--- config.mk ---
export PLATFORM = sky130hd
export DESIGN_NAME = output_port_arbiter
export DESIGN_NICKNAME = d
export VERILOG_FILES = /design/src/rtl/output_port_arbiter.sv
export SDC_FILE = /design/constraint.sdc
export NUM_CORES = 1
export LEC_CHECK = 0
export BUFFER_PORTS_ARGS = -buffer_cell sky130_fd_sc_hd__buf_2
export CAP_MARGIN = 10
export CORE_MARGIN = 5
export CORE_UTILIZATION = 35
export DETAILED_ROUTE_END_ITERATION = 7
export SLEW_MARGIN = 5
export SYNTH_ARGS = -nofsm -noshare
export SYNTH_HDL_FRONTEND = slang
export SYNTH_SLANG_ARGS = --single-unit
--- constraint.sdc ---
create_clock -name Clk -period 1.2 [get_ports Clk]
set_input_delay 0.24 -clock Clk [delete_from_list [all_inputs] [get_ports Clk]]
set_output_delay 0.24 -clock Clk [all_outputs]
set_load 0.005 [all_outputs]
--- src/rtl/output_port_arbiter.sv ---
// Round-robin arbiter sharing one OutputPort between several requesters.
// Each winner gets a one-cycle write strobe, then the port is held for HOLD_CYCLES.
module output_port_arbiter #(
    parameter int NUM_REQ     = 2,
    parameter int DATA_WIDTH  = 8,
    parameter int HOLD_CYCLES = 4,
    localparam int LW = (NUM_REQ > 1) ? $clog2(NUM_REQ) : 1,
    localparam int CW = $clog2(HOLD_CYCLES + 1)
) (
    input  logic                          Clk,
    input  logic                          Rst,
    input  logic [NUM_REQ-1:0]            Req,
    input  logic [NUM_REQ*DATA_WIDTH-1:0] Data,
    output logic [NUM_REQ-1:0]            Grant,
    output logic [DATA_WIDTH-1:0]         PortData,
    output logic                          PortWrite,
    output logic                          Busy,
    output logic [LW-1:0]                 LastOwner
);

    typedef enum logic [1:0] {
        IDLE,
        WRITE,
        HOLD
    } arbState;

    arbState                 state;
    arbState                 stateNext;
    logic [CW-1:0]           holdCount;
    logic [CW-1:0]           holdNext;
    logic [LW-1:0]           nextPtr;
    logic [LW-1:0]           ptrNext;
    logic [DATA_WIDTH-1:0]   dataNext;
    logic [NUM_REQ-1:0]      grantNext;
    logic                    writeNext;
    logic                    busyNext;
    logic [LW-1:0]           ownerNext;

    logic                    found;
    logic [LW-1:0]           winIdx;
    logic [LW-1:0]           winNextPtr;
    logic [DATA_WIDTH-1:0]   winData;
    logic [NUM_REQ-1:0]      winGrant;
    logic [NUM_REQ-1:0]      reqShift;
    int                      candidate;

    // nextPtr is kept apart from LastOwner so the first arbitration after reset starts at 0.
    always_comb begin
        found      = 1'b0;
        winIdx     = '0;
        winNextPtr = '0;
        winData    = '0;
        winGrant   = '0;
        reqShift   = '0;
        candidate  = 0;
        for (int i = 0; i < NUM_REQ; i++) begin
            candidate = int'(nextPtr) + i;
            if (candidate >= NUM_REQ) begin
                candidate = candidate - NUM_REQ;
            end
            reqShift = Req >> candidate;
            if (!found && reqShift[0]) begin
                found      = 1'b1;
                winIdx     = LW'(candidate);
                winData    = DATA_WIDTH'(Data >> (candidate * DATA_WIDTH));
                winGrant   = NUM_REQ'(1) << candidate;
                winNextPtr = (candidate == NUM_REQ - 1) ? '0 : LW'(candidate + 1);
            end
        end
    end

    always_comb begin
        stateNext = state;
        holdNext  = holdCount;
        ptrNext   = nextPtr;
        dataNext  = PortData;
        grantNext = '0;
        writeNext = 1'b0;
        ownerNext = LastOwner;
        case (state)
            IDLE: begin
                if (found) begin
                    stateNext = WRITE;
                    dataNext  = winData;
                    grantNext = winGrant;
                    writeNext = 1'b1;
                    ownerNext = winIdx;
                    ptrNext   = winNextPtr;
                end
            end
            WRITE: begin
                stateNext = HOLD;
                holdNext  = CW'(HOLD_CYCLES);
            end
            HOLD: begin
                if (holdCount <= CW'(1)) begin
                    stateNext = IDLE;
                    holdNext  = '0;
                end else begin
                    holdNext = holdCount - CW'(1);
                end
            end
            default: begin
                stateNext = IDLE;
                holdNext  = '0;
            end
        endcase
        busyNext = (stateNext != IDLE);
    end

    always_ff @(posedge Clk) begin
        if (!Rst) begin
            state     <= IDLE;
            holdCount <= '0;
            nextPtr   <= '0;
            PortData  <= '0;
            Grant     <= '0;
            PortWrite <= 1'b0;
            Busy      <= 1'b0;
            LastOwner <= '0;
        end else begin
            state     <= stateNext;
            holdCount <= holdNext;
            nextPtr   <= ptrNext;
            PortData  <= dataNext;
            Grant     <= grantNext;
            PortWrite <= writeNext;
            Busy      <= busyNext;
            LastOwner <= ownerNext;
        end
    end

endmodule

==> flow_summary.ini <==
[sta]
worst-slew-pin-transition_ns = 0.381
min_period_ns = 1.20
min_period_over_period_pct = 99.8
slew-limit-headroom_pct = 74.6
grt_setup_unrepaired = true
final_hold_viol_count = 0
finalMaxSlewViolations = 0
max_freq_mhz = 835
fin_skew_ns = 0.00721
finalSetupViolations = 0
fin_worst_hold_slack_ns = 0.200

[yosys]
syn_inst = 88
ys_seq_elements = 19
distinct_cell_type_count_of_the_synthesized_netlist = 27
synthesis.area_um2 = 868
seq_area_frac_synth_pct = 43.8
yosys_warnings = 0
mean_instance_size_in_the_synthesized_netlist_um2 = 9.87
synthesis.nets = 113

[route]
drt_iter0_drc = 44
vias = 832
routedWlPerCell_um = 14.4
detail_route.wirelength_um = 2260
drc = 0
drtAntennaViolNets = 0
drt-pass1-iter-count = 4
viasPerCell = 5.30

[cells_and_area]
commonest_non_fill_non_tap_cell_in_the_layout = sky130_fd_sc_hd__buf_2
insertedDiodeCount = 0
finish.net_count = 153
fraction_of_layout_cells_with_a_size_suffix_above_1_pct = 48.0
multi_input_gate_area_um2 = 489
regArea_um2 = 384
syn2layout_area_growth_pct = 36.2
layout.cells.most_common_list = sky130_fd_sc_hd__buf_2, sky130_fd_sc_hd__dfxtp_1, sky130_fd_sc_hd__a32oi_1
fill_cells = 240
final_design_area_no_fill_um2 = 1180

[global_route]
grt_overflow_total = 0
grt_start_max_net_pins = 14
grtUsageTotal_pct = 13.1
grt_pass1_wl_um = 3400
number_of_global_route_vias_before_repair = 779
antenna_found_initial = 0

[setup_path]
path_class = register to register
data_arrival_at_the_endpoint_of_the_critical_path_ns = 1.44
end_kind = register
data_required_time_of_the_critical_path_ns = 1.44
worstPathMaxFanout = 8
worstSetupStartpointType = register

[place]
post_dp_cell_area_um2 = 1080
dp_hpwl_um = 1540
placement.io_buffers = 32
globalplace.congestion = 0.786

[die]
die_width_um = 59.8
top_level_ports = 33
die_outline_area_um2 = 3580
starting_utilization_of_the_core_area_pct = 35.7
fp-row-count = 18
die-height_um = 59.8
std_cell_core_area_um2 = 2430

[clocking]
ctsHtreeMaxLevel = 1
cts.root.buffer_cell = sky130_fd_sc_hd__clkbuf_4
clkSlewWorstSetupHoldPaths_ns = 0.11
clock_sink_count = 19
worstSkewPairLatency_ns = 0.30
cts_tree = built
clock_tree_buffer_depth = 2
cts_stage_hold_buffer_count = 0
number_of_buffers_created_by_cts = 3

[power_and_ir_drop]
powerDensity_nw_per_um2 = 1240
leakage_nw = 0.517
peakVddDrop_mv = 0.777

[hold_path]
hold_class = input pin to register

[outcome]
status = completed

[flow_run]
max_cap_violations = 0
-- routing by layer --
| layer | global-route usage [%] | part of all wire [%] | wire length (um) | up-vias |
|---|---|---|---|---|
| met5 | 0 | 0 | 0 | - |
| met4 | 9.49 | 2.6 | 59 | 0 |
| met1 | 16.9 | 45 | 1020 | 386 |
| met2 | 18.2 | 46 | 1030 | 27 |
| li1 | - | - | - | 412 |
| met3 | 3.67 | 6.3 | 143 | 7 |
-- what timing repair did --
item / CTS / global route
hold endpoints to repair: 0 / 0
endpoints found under the setup margin: 3 / 18
gates resized for setup: 3 / 14
gates cloned: 0 / 1
pin swaps: 1 / 9
setup buffers: 1 / 0
-- cells in the mapped netlist, drive strengths merged --
cell type  count  share of area [%]
o32ai          1                1.0
a41oi          1                1.0
a311oi         1                1.0
dfxtp         19                 44
o31ai          1               0.86
inv            8                3.5
a21boi         1                2.2
o2bb2ai        8                8.1
nor2           7                3.9
nand2          6                2.9
nor3           2                1.2
buf            4                3.3
a31oi          2                1.4
and3           1               0.86
ha             5                7.2
a32oi         10                 10
nand2b         2                1.4
o21a           2                1.9
nor4           1               0.72
nand3b         1               0.86
a21oi          4                2.3
nand3          1               0.58
-- per-stage QoR --
step	setup TNS (ns)	instances	utilization, %	total power [mW]	worst slack [ns]
detailed placement	-0.0270	151	44.2	1.07	-0.0270
global placement	0	151	44.2	1.07	0.00376
finish	0	157	48.6	1.46	0.00249
floorplan	0	88	-	0.938	0.0171
CTS	-0.00835	156	46.1	1.42	-0.00733
global route	-0.257	157	48.6	1.55	-0.0366
-- where the power goes --
group	total [mW]	internal (mW)	leakage, nW	switching (mW)
combinational	0.419	0.202	0.342	0.217
sequential	0.718	0.688	0.157	0.0301
clock	0.326	0.125	0.0177	0.202
total	1.46	1.02	0.517	0.448
-- worst max-delay path: stages, from the launching register on --
cell                        delay [ns]
sky130_fd_sc_hd__dfxtp_2          0.38
sky130_fd_sc_hd__inv_2            0.07
sky130_fd_sc_hd__ha_4             0.17
sky130_fd_sc_hd__o21a_4           0.14
sky130_fd_sc_hd__nor2_4           0.23
sky130_fd_sc_hd__o2bb2ai_1        0.14
-- final timing paths --
kind	cells after the start	to	start	slack, ns
worst max-delay path	5	PortData[3]	state[0]	0.002
worst min register to register	1	PortData[0]	PortData[0]	0.47
worst max register to register	5	PortData[3]	state[0]	0.002
worst min-delay path	3	PortData[7]	Data[7]	0.20
-- sequential cells by signal, summed over array words and instances, names as in the netlist --
name and flops:
Busy 1, Grant 2, LastOwner 1, PortData 8
PortWrite 1, holdCount 3, nextPtr 1, state 2
-- kinds of logic (layout without fill, tap and decap cells) --
group                    count (synthesis)  in the layout  share of synthesized area, %
buffers and inverters                   12             51                          6.77
AO/OA/AOI/OAI                           31             31                          29.8
adder cells (fa/ha/maj)                  5              5                          7.20
AND/OR/NAND/NOR                         21             21                          12.4
flip-flops                              19             19                          43.8
-- final cells by class --
cell class | count | share of cell area [%]
clock buffers | 3 | 1.90
repair buffers | 39 | 18.1
multi-input cells | 57 | 41.4
clock inverters | 1 | 0.423
well taps | 30 | 3.17
flip-flops and latches | 19 | 32.5
inverters | 8 | 2.54
(Power assumes the default switching activity.)
